--- config.mk ---
export PLATFORM = sky130hd
export DESIGN_NAME = traffic_phase_ctrl
export DESIGN_NICKNAME = d
export VERILOG_FILES = /design/src/rtl/traffic_pkg.sv /design/src/rtl/traffic_dur_regs.sv /design/src/rtl/traffic_phase_ctrl.sv
export SDC_FILE = /design/constraint.sdc
export NUM_CORES = 1
export LEC_CHECK = 0
export CAP_MARGIN = 15
export CORE_MARGIN = 2
export CORE_UTILIZATION = 60
export DETAILED_ROUTE_END_ITERATION = 10
export DONT_BUFFER_PORTS = 1
export PLACE_DENSITY = 0.76
export SYNTH_ARGS = -nofsm -noshare
export SYNTH_HDL_FRONTEND = slang
export SYNTH_HIERARCHICAL = 1
export SYNTH_SLANG_ARGS = --single-unit
--- constraint.sdc ---
create_clock -name clk -period 3.1 [get_ports clk]
set_input_delay 0.31 -clock clk [delete_from_list [all_inputs] [get_ports clk]]
set_output_delay 0.31 -clock clk [all_outputs]
set_load 0.05 [all_outputs]
--- src/rtl/traffic_pkg.sv ---
// Shared types and constants for the NS/EW intersection phase sequencer:
// phase codes, light encodings, counter limits and duration-register selects.
package traffic_pkg;

  localparam int CNT_W = 6;
  localparam logic [CNT_W-1:0] CNT_MAX = 6'd59;

  typedef enum logic [2:0] {
    PH_NS_G  = 3'd0,
    PH_NS_Y  = 3'd1,
    PH_RED_A = 3'd2,
    PH_EW_G  = 3'd3,
    PH_EW_Y  = 3'd4,
    PH_RED_B = 3'd5,
    PH_FLASH = 3'd6
  } phase_e;

  // Light heads are {R,Y,G}
  localparam logic [2:0] LT_R   = 3'b100;
  localparam logic [2:0] LT_Y   = 3'b010;
  localparam logic [2:0] LT_G   = 3'b001;
  localparam logic [2:0] LT_OFF = 3'b000;

  typedef enum logic [1:0] {
    SEL_G_NS = 2'd0,
    SEL_G_EW = 2'd1,
    SEL_Y    = 2'd2,
    SEL_R    = 2'd3
  } cfg_sel_e;

  // FLASH and any illegal code both fall through to RED_B.
  function automatic phase_e next_phase(input phase_e ph);
    case (ph)
      PH_NS_G:  return PH_NS_Y;
      PH_NS_Y:  return PH_RED_A;
      PH_RED_A: return PH_EW_G;
      PH_EW_G:  return PH_EW_Y;
      PH_EW_Y:  return PH_RED_B;
      PH_RED_B: return PH_NS_G;
      default:  return PH_RED_B;
    endcase
  endfunction

  function automatic cfg_sel_e dur_sel(input phase_e ph);
    case (ph)
      PH_NS_G:           return SEL_G_NS;
      PH_EW_G:           return SEL_G_EW;
      PH_NS_Y, PH_EW_Y:  return SEL_Y;
      default:           return SEL_R;
    endcase
  endfunction

  function automatic logic [CNT_W-1:0] clamp_dur(input logic [CNT_W-1:0] v);
    if (v == '0)
      return CNT_W'(1);
    if (v > CNT_MAX)
      return CNT_MAX;
    return v;
  endfunction

endpackage

--- src/rtl/traffic_dur_regs.sv ---
// Four clamping duration registers with a write port and a combinational
// read-by-phase port that forwards a same-cycle write to the reader.
module traffic_dur_regs
  import traffic_pkg::*;
#(
  parameter logic [CNT_W-1:0] G_NS_DEF = 6'd25,
  parameter logic [CNT_W-1:0] G_EW_DEF = 6'd20,
  parameter logic [CNT_W-1:0] Y_DEF    = 6'd3,
  parameter logic [CNT_W-1:0] R_DEF    = 6'd2
) (
  input  logic             clk,
  input  logic             rst_n,
  input  logic             wr_en,
  input  logic [1:0]       wr_sel,
  input  logic [CNT_W-1:0] wr_data,
  input  phase_e           rd_phase,
  output logic [CNT_W-1:0] rd_dur
);

  logic [CNT_W-1:0] dur_q [4];
  logic [CNT_W-1:0] wr_val;
  logic [1:0]       rd_sel;

  assign wr_val = clamp_dur(wr_data);
  assign rd_sel = dur_sel(rd_phase);

  always_ff @(posedge clk or negedge rst_n) begin
    if (!rst_n) begin
      dur_q[SEL_G_NS] <= clamp_dur(G_NS_DEF);
      dur_q[SEL_G_EW] <= clamp_dur(G_EW_DEF);
      dur_q[SEL_Y]    <= clamp_dur(Y_DEF);
      dur_q[SEL_R]    <= clamp_dur(R_DEF);
    end else if (wr_en) begin
      dur_q[wr_sel] <= wr_val;
    end
  end

  // Write-through so a load coinciding with a write sees the new value.
  always_comb begin
    rd_dur = dur_q[rd_sel];
    if (wr_en && (wr_sel == rd_sel))
      rd_dur = wr_val;
  end

endmodule

--- src/rtl/traffic_phase_ctrl.sv ---
// Two-road phase sequencer: tick-driven phase FSM with a seconds down-counter,
// registered light heads, and a night flash mode with alternating yellows.
module traffic_phase_ctrl
  import traffic_pkg::*;
#(
  parameter int unsigned G_NS_DEF = 25,
  parameter int unsigned G_EW_DEF = 20,
  parameter int unsigned Y_DEF    = 3,
  parameter int unsigned R_DEF    = 2
) (
  input  logic             clk,
  input  logic             rst_n,
  input  logic             tick,
  input  logic             night,
  input  logic             cfg_we,
  input  logic [1:0]       cfg_sel,
  input  logic [CNT_W-1:0] cfg_data,
  output logic [2:0]       ns_light,
  output logic [2:0]       ew_light,
  output logic [CNT_W-1:0] count,
  output logic [2:0]       phase
);

  localparam logic [CNT_W-1:0] RST_CNT = clamp_dur(CNT_W'(G_NS_DEF));

  phase_e           phase_q, phase_d;
  logic [CNT_W-1:0] count_q, count_d;
  logic             flash_on_q, flash_on_d;
  logic [2:0]       ns_q, ns_d;
  logic [2:0]       ew_q, ew_d;
  phase_e           load_phase;
  logic [CNT_W-1:0] load_dur;

  // The only phases ever loaded from here are the successor (normal running)
  // or RED_B (FLASH exit / illegal recovery), and next_phase yields exactly that.
  assign load_phase = next_phase(phase_q);

  traffic_dur_regs #(
    .G_NS_DEF(CNT_W'(G_NS_DEF)),
    .G_EW_DEF(CNT_W'(G_EW_DEF)),
    .Y_DEF   (CNT_W'(Y_DEF)),
    .R_DEF   (CNT_W'(R_DEF))
  ) u_dur_regs (
    .clk     (clk),
    .rst_n   (rst_n),
    .wr_en   (cfg_we),
    .wr_sel  (cfg_sel),
    .wr_data (cfg_data),
    .rd_phase(load_phase),
    .rd_dur  (load_dur)
  );

  always_ff @(posedge clk or negedge rst_n) begin
    if (!rst_n) begin
      phase_q    <= PH_NS_G;
      count_q    <= RST_CNT;
      flash_on_q <= 1'b0;
      ns_q       <= LT_G;
      ew_q       <= LT_R;
    end else begin
      phase_q    <= phase_d;
      count_q    <= count_d;
      flash_on_q <= flash_on_d;
      ns_q       <= ns_d;
      ew_q       <= ew_d;
    end
  end

  always_comb begin
    phase_d    = phase_q;
    count_d    = count_q;
    flash_on_d = flash_on_q;
    if (3'(phase_q) > 3'(PH_FLASH)) begin
      phase_d = PH_RED_B;
      count_d = load_dur;
    end else if (tick) begin
      if (phase_q == PH_FLASH) begin
        if (night) begin
          flash_on_d = ~flash_on_q;
        end else begin
          phase_d = PH_RED_B;
          count_d = load_dur;
        end
      end else if (night) begin
        phase_d    = PH_FLASH;
        count_d    = '0;
        flash_on_d = 1'b1;
      end else if (count_q > CNT_W'(1)) begin
        count_d = count_q - CNT_W'(1);
      end else begin
        phase_d = load_phase;
        count_d = load_dur;
      end
    end
  end

  // Lights decode from the next state so they change in the same clock as the phase.
  always_comb begin
    ns_d = LT_R;
    ew_d = LT_R;
    case (phase_d)
      PH_NS_G:  ns_d = LT_G;
      PH_NS_Y:  ns_d = LT_Y;
      PH_EW_G:  ew_d = LT_G;
      PH_EW_Y:  ew_d = LT_Y;
      PH_FLASH: begin
        ns_d = flash_on_d ? LT_Y : LT_OFF;
        ew_d = flash_on_d ? LT_Y : LT_OFF;
      end
      default: begin
        ns_d = LT_R;
        ew_d = LT_R;
      end
    endcase
  end

  assign ns_light = ns_q;
  assign ew_light = ew_q;
  assign count    = count_q;
  assign phase    = phase_q;

  a_no_conflict: assert property (@(posedge clk) disable iff (!rst_n)
    (phase_q == PH_FLASH) || (ns_q == LT_R) || (ew_q == LT_R));

endmodule

==> results of run 1 <==
[cell usage after synthesis, drive strengths merged (2+ instances only)]
| library cell | instances |
|---|---|
| nor3 | 9 |
| a21oi | 8 |
| a311oi | 2 |
| a21boi | 2 |
| nand4 | 2 |
| clkbuf | 6 |
| dfrtp | 27 |
| xor2 | 5 |
| nand3 | 4 |
| nand2 | 24 |
| nor2b | 2 |
| o31ai | 3 |
| nor2 | 14 |
| buf | 6 |
| or2 | 3 |
| inv | 11 |
| a22oi | 2 |
| o21ai | 15 |
| ha | 3 |
| o32ai | 2 |
| xnor2 | 2 |
| a32oi | 2 |
| mux2 | 21 |
| dfstp | 13 |
| mux2i | 20 |
[how the worst max path moves through the flow]
stage	endpoint	startpoint	cells past startpoint	slack (ns)
detailed placement	count[4]	phase[0]	9	0.48
CTS	count[4]	phase[0]	9	0.47
global placement	count[4]	phase[0]	9	0.54
global route	count[4]	phase[0]	9	0.21
floorplan	count[4]	phase[0]	10	0.14
finish	count[4]	phase[1]	9	0.46
[layout make-up]
type                            count  share of cell area, %
Clock buffer                        7                   2.88
Clock inverter                      1                  0.331
Inverter                           11                   1.56
Multi-Input combinational cell    170                   51.6
Sequential cell                    40                   38.4
Tap cell                           50                   2.36
Timing Repair Buffer                8                   2.83
[metrics by stage]
| step | cell area, µm² | std cells |
|---|---|---|
| 2_1_floorplan | 2550 | 233 |
| 3_3_place_gp | 2530 | 277 |
| 3_5_place_dp | 2530 | 277 |
| 4_1_cts | 2650 | 287 |
| 5_1_grt | 2650 | 287 |
| 6_report | 2650 | 287 |
[per-layer routing]
layer  wire length, µm  track usage, %
met1              2260            31.6
met3               308            6.73
met5                 0               0
met2              2250            31.9
met4                65            7.63
[cell families (layout without fill, tap and decap cells)]
logic type / Yosys count / after routing
muxes: 41 / 41
AOI/OAI and AO/OA: 48 / 48
DFF: 40 / 40
xor gates and xnor gates: 7 / 7
adders and majority gates: 3 / 3
buffers and inverters: 23 / 27
and+or+nand+nor: 71 / 71
[registers in the layout (all words and copies together) (netlist names)]
signal,flops
flash_on_q,1
phase,3
count,6
ew_light,3
ns_light,3
u_dur_regs/dur_q,24
[worst max-delay path, delay by kind of cell, from the launching register on]
| family | cells | cell delay, ns |
|---|---|---|
| and+or+nand+nor | 3 | 0.73 |
| DFF | 1 | 0.42 |
| AOI/OAI and AO/OA | 3 | 0.65 |
| xor gates and xnor gates | 1 | 0.14 |
| muxes | 2 | 0.64 |
[power by group through the flow]
| stage | registers, µW | clock network, µW | logic, µW |
|---|---|---|---|
| final | 1010 | 333 | 1150 |
| after floorplan | 1030 | 0 | 956 |
| after global routing | 1030 | 365 | 1270 |
| after detailed placement | 1020 | 0 | 1130 |
| after CTS | 1010 | 344 | 1150 |
| after global placement | 1010 | 0 | 1120 |
[cells in the final DEF (no fill, tap or decap), types with 3 or more instances in the layout]
cell / netlist / layout
a21oi_1: 7 / 7
buf_4: 2 / 6
clkbuf_8: 5 / 5
dfrtp_1: 27 / 27
dfstp_2: 13 / 13
ha_1: 3 / 3
inv_1: 10 / 10
mux2_2: 17 / 17
mux2_4: 3 / 3
mux2i_1: 20 / 20
nand2_1: 24 / 24
nand3_1: 3 / 3
nor2_1: 13 / 13
nor3_1: 5 / 5
nor3_2: 4 / 4
o21ai_0: 12 / 12
o31ai_1: 3 / 3
xor2_1: 5 / 5
==> flow_metrics.py, run 1 <==
metrics = {
    "synthesis": {
        "syn-num-nets": 249,
        "ys.warnings.count": 6,
        "synth.cell_area_um2": 2550,
        "ys_types": 66,
        "avgSynthCellArea_um2": 10.9,
        "synth-compound-area-share_pct": 16.2,
        "synth_xor_area_share_pct": 2.41,
        "synth_edf_count": 0,
        "postSynth.asyncResetShare_pct": 100,
        "synthAdderAreaFrac_pct": 1.47,
        "synth_top_family_by_area": "multiplexers",
        "synth_cells": 233,
        "yosys_most_used_dff": "dfrtp_1",
        "muxShareOfSynthArea_pct": 17.6,
        "synthTopCellsByArea": "dfrtp_1 (27%), dfstp_2 (13%), mux2i_1 (7.9%)",
        "synthSimpleGateAreaFrac_pct": 16.0,
        "ys_seq_elements": 40,
        "netlist.area_leader.share_pct": 26.5,
        "yosysTopAreaCell": "dfrtp_1",
        "yosysSeqAreaShare_pct": 40.0,
    },
    "floorplanning": {
        "die_x_um": 69.1,
        "die_y_um": 69.1,
        "initial_utilization_pct": 63.2,
        "die_area_um2": 4780,
        "design.core.area_um2": 4030,
        "placementRows": 23,
        "io_pins": 28,
    },
    "pwr": {
        "power.internal_uw": 1360,
        "clockPowerShare_pct": 13.4,
        "powerDensity_nw_per_um2": 940,
        "seq_power_share_pct": 40.4,
        "p_leak_uw": 0.00108,
        "p_total_uw": 2490,
        "combinationalPowerShare_pct": 46.2,
        "power_switching_uw": 1130,
        "peakVddDrop_v": 0.000618,
        "power.share.switching_pct": 45.3,
    },
    "hold_path": {
        "hp-start": "night",
        "holdPathStages": 1,
        "whs_endpoint": "count[5]",
        "hold_path.class": "in2reg",
    },
    "timing": {
        "fin_skew_ns": 0.00791,
        "tightest_slew_ns": 0.682,
        "tns_ns": 0,
        "finalCriticalPeriod_ns": 2.64,
        "fin_hold_ws_ns": 0.116,
        "finalHoldViolCount": 0,
        "period_share_pct": 85.2,
        "max-slew-margin-rel_pct": 54.5,
        "max_freq_mhz": 379,
        "setup_viol": 0,
        "slew_viol_final": 0,
        "fin_ws_ns": 0.459,
        "rsz0062_at_grt": "no",
    },
    "clock_network": {
        "clkTransAtPathRegs_ns": 0.07,
        "postCtsSetupRepairBufs": 0,
        "htree_num_levels": 2,
        "cts_resized": 0,
        "holdBufCountCts": 2,
        "clockBufferDepth": 2,
        "cts_tree": "done",
        "clk_latency_ns": 0.29,
        "clock-sinks": 40,
        "root_buffer": "clkbuf_8",
        "cts_inserted_buffers": 5,
    },
    "critical_path": {
        "cpPeakStageDelay_ns": 0.44,
        "path_cells": "xnor2_1 -> nor2_1 -> and4b_2 -> nor3_1 -> o32ai_4 -> mux2_4 -> mux2_1 -> a22oi_1 -> o21ai_1",
        "worstReg2RegEnd": "count[4]",
        "r2r_slack_ns": 0.46,
        "r2r_cells": 9,
        "cp.required_ns": 3.31,
        "cp-start-kind": "flop",
        "crit_slowest_cell": "o32ai_4",
        "cp.arrival_ns": 2.86,
        "endpoint_kind": "flop",
        "r2r-start": "phase[1]",
        "critical_path_class": "reg2reg",
        "crit_fanout": 7,
    },
    "detailed_routing": {
        "totalWireLength_um": 4890,
        "dr.first_iter.drc_count": 186,
        "drt_first_pass_iters": 4,
        "vias_per_cell": 6.20,
        "wl_per_cell_um": 17.0,
        "drcViolationCount": 0,
        "vias": 1778,
        "detail-route-antenna-nets": 0,
    },
    "final_layout": {
        "multi_input_area_um2": 1370,
        "final_util_pct": 65.7,
        "final_nets": 252,
        "fillerInstances": 331,
        "seqCellArea_um2": 1020,
        "drive_gt1_share_pct": 28.7,
        "num_antenna_cells": 0,
        "syn_to_final_growth_pct": 4.03,
    },
    "global_routing": {
        "antenna_found_initial": 0,
        "grt_overflow": 0,
        "first_global_vias": 1710,
        "grtUsageTotal_pct": 22.1,
        "grt_pass1_wl_um": 8400,
        "grt_max_degree": 41,
    },
    "placed_design": {
        "port-buffer-count": 0,
        "dp_hpwl_um": 3550,
        "dp_slack_ns": 0.476,
        "gp_congestion": 0.913,
    },
    "run": {
        "max_cap_violations": 0,
    },
    "run_status": {
        "status": "finished clean",
    },
}
Power figures use the tool's default switching activity.
==> run 2: changes to the inputs <==
Settings changed: CAP_MARGIN 15 to 25, CORE_ASPECT_RATIO set to 1.4.
==> flow_metrics.py, run 2 (same netlist as run 1, synthesis figures left out) <==
metrics = {
    "run_status": {
        "status": "finished clean",
    },
    "clock_network": {
        "clk_latency_ns": 0.29,
        "clockBufferDepth": 2,
        "clock-sinks": 40,
        "clkTransAtPathRegs_ns": 0.08,
        "postCtsSetupRepairBufs": 0,
        "cts_inserted_buffers": 5,
        "cts_tree": "done",
        "root_buffer": "clkbuf_8",
        "htree_num_levels": 2,
    },
    "detailed_routing": {
        "totalWireLength_um": 4830,
        "vias": 1730,
        "vias_per_cell": 6.11,
        "drcViolationCount": 0,
        "dr.first_iter.drc_count": 114,
        "wl_per_cell_um": 17.1,
        "detail-route-antenna-nets": 0,
        "drt_first_pass_iters": 5,
    },
    "timing": {
        "finalCriticalPeriod_ns": 2.57,
        "period_share_pct": 82.9,
        "rsz0062_at_grt": "no",
        "tightest_slew_ns": 0.664,
        "finalHoldViolCount": 0,
        "fin_skew_ns": 0.00618,
        "max_freq_mhz": 389,
        "tns_ns": 0,
        "max-slew-margin-rel_pct": 55.4,
        "slew_viol_final": 0,
        "setup_viol": 0,
    },
    "final_layout": {
        "num_antenna_cells": 0,
        "finalInstanceArea_um2": 2660,
        "largest_register_ffs": 24,
        "fillerInstances": 359,
        "multi_input_area_um2": 1370,
        "final_nets": 253,
        "final_common_cell": "dfrtp_1",
        "seqCellArea_um2": 1020,
        "layout_common_cells": "dfrtp_1 (27), nand2_1 (24), mux2i_1 (20)",
        "top_register": "u_dur_regs/dur_q",
        "syn_to_final_growth_pct": 4.52,
        "drive_gt1_share_pct": 29.8,
    },
    "global_routing": {
        "antenna_found_initial": 0,
        "grt_pass1_wl_um": 8070,
        "grt_overflow": 0,
        "grt_max_degree": 41,
        "first_global_vias": 1724,
        "grtUsageTotal_pct": 22.3,
    },
    "critical_path": {
        "cp-start-kind": "flop",
        "critPathBufInv": 1,
        "crit_slowest_cell": "o32ai_4",
        "cp.required_ns": 3.33,
        "path_cells": "buf_4 -> nor2_1 -> and4b_2 -> nor3_1 -> o32ai_4 -> mux2_4 -> mux2_1 -> a22oi_1 -> o21ai_1",
        "cpPeakStageDelay_ns": 0.42,
        "r2r_cells": 9,
        "cp.arrival_ns": 2.80,
        "endpoint_kind": "flop",
        "critical_path_class": "reg2reg",
        "crit_fanout": 12,
        "cp.depth": 9,
        "critPathTopFamily": "simple AND/OR/NAND/NOR gates",
    },
    "run": {
        "max_cap_violations": 0,
    },
    "floorplanning": {
        "die_x_um": 59.1,
        "placementRows": 28,
        "initial_utilization_pct": 61.1,
        "die_y_um": 81.1,
        "io_pins": 28,
        "design.core.area_um2": 4170,
        "die_area_um2": 4790,
    },
    "hold_path": {
        "holdPathStages": 1,
        "hold_path.class": "in2reg",
    },
    "pwr": {
        "peakVddDrop_v": 0.000465,
        "p_leak_uw": 0.00109,
        "powerDensity_nw_per_um2": 946,
    },
    "placed_design": {
        "dp_hpwl_um": 3590,
        "placed_cell_area_um2": 2530,
        "port-buffer-count": 0,
        "gp_congestion": 0.864,
    },
}
==> run 2: cell types whose count changed in the layout (fill, tap and decap cells not counted), sizes merged <==
| cell | before | now |
|---|---|---|
| clkbuf | 7 | 6 |
| buf | 7 | 8 |
| inv | 11 | 12 |
==> run 2: cell type report <==
class                   instances  share of cell area (%)
clock inverters                 2                   0.517
inverters                      11                    1.55
multi-input cells             170                    51.4
flip-flops and latches         40                    38.2
repair buffers                  9                    3.10
well taps                      45                    2.12
clock buffers                   6                    3.10
==> run 2: timing repair <==
action,CTS,global route
endpoints found under the setup margin,0,0
hold buffers,2,0
hold endpoints to repair,40,0
gates resized for setup,0,0
==> run 2: worst reg2reg max path, cell delays in order, from the launching register on <==
cell and delay (ns):
dfrtp_1 0.38, buf_4 0.22, nor2_1 0.30, and4b_2 0.27, nor3_1 0.07, o32ai_4 0.42, mux2_4 0.35, mux2_1 0.29
a22oi_1 0.14, o21ai_1 0.07
==> run 2: path summary, 6_finish.rpt <==
| kind | startpoint | end | slack (ns) |
|---|---|---|---|
| min in group asynchronous | rst_n | u_dur_regs/dur_q[19] | 0.51 |
| setup / recovery | phase[2] | count[4] | 0.53 |
| hold / removal | night | count[5] | 0.13 |
| setup reg to reg | phase[2] | count[4] | 0.53 |
| hold reg to reg | u_dur_regs/dur_q[1] | u_dur_regs/dur_q[1] | 0.48 |
| max in group asynchronous | rst_n | count[0] | 2.34 |
==> run 2: metal layers <==
metal / wire (µm) / global-route usage (%) / share of wire (%)
met4: 108 / 8.86 / 2.2
met5: 0 / 0 / 0
met1: 1960 / 24.3 / 41
met2: 2610 / 41.1 / 54
met3: 155 / 4.78 / 3.2
==> run 2: through the flow <==
| stage | instances | power [µW] | hold slack [ns] | setup slack (ns) | utilization (%) |
|---|---|---|---|---|---|
| floorplan | 233 | 1980 | 0.0144 | 0.142 | - |
| global placement | 273 | 2130 | 0.0154 | 0.574 | 60.8 |
| detailed placement | 273 | 2150 | 0.0153 | 0.537 | 60.8 |
| CTS | 283 | 2540 | 0.117 | 0.527 | 63.8 |
| global route | 283 | 2670 | 0.127 | 0.286 | 63.8 |
| finish | 283 | 2520 | 0.126 | 0.529 | 63.8 |
==> run 2: power by group <==
| part | leakage, µW | switching (µW) | internal (µW) | total [µW] |
|---|---|---|---|---|
| sequential | 0.000460 | 316 | 685 | 1000 |
| combinational | 0.000582 | 634 | 517 | 1150 |
| clock | 0.0000516 | 183 | 182 | 365 |
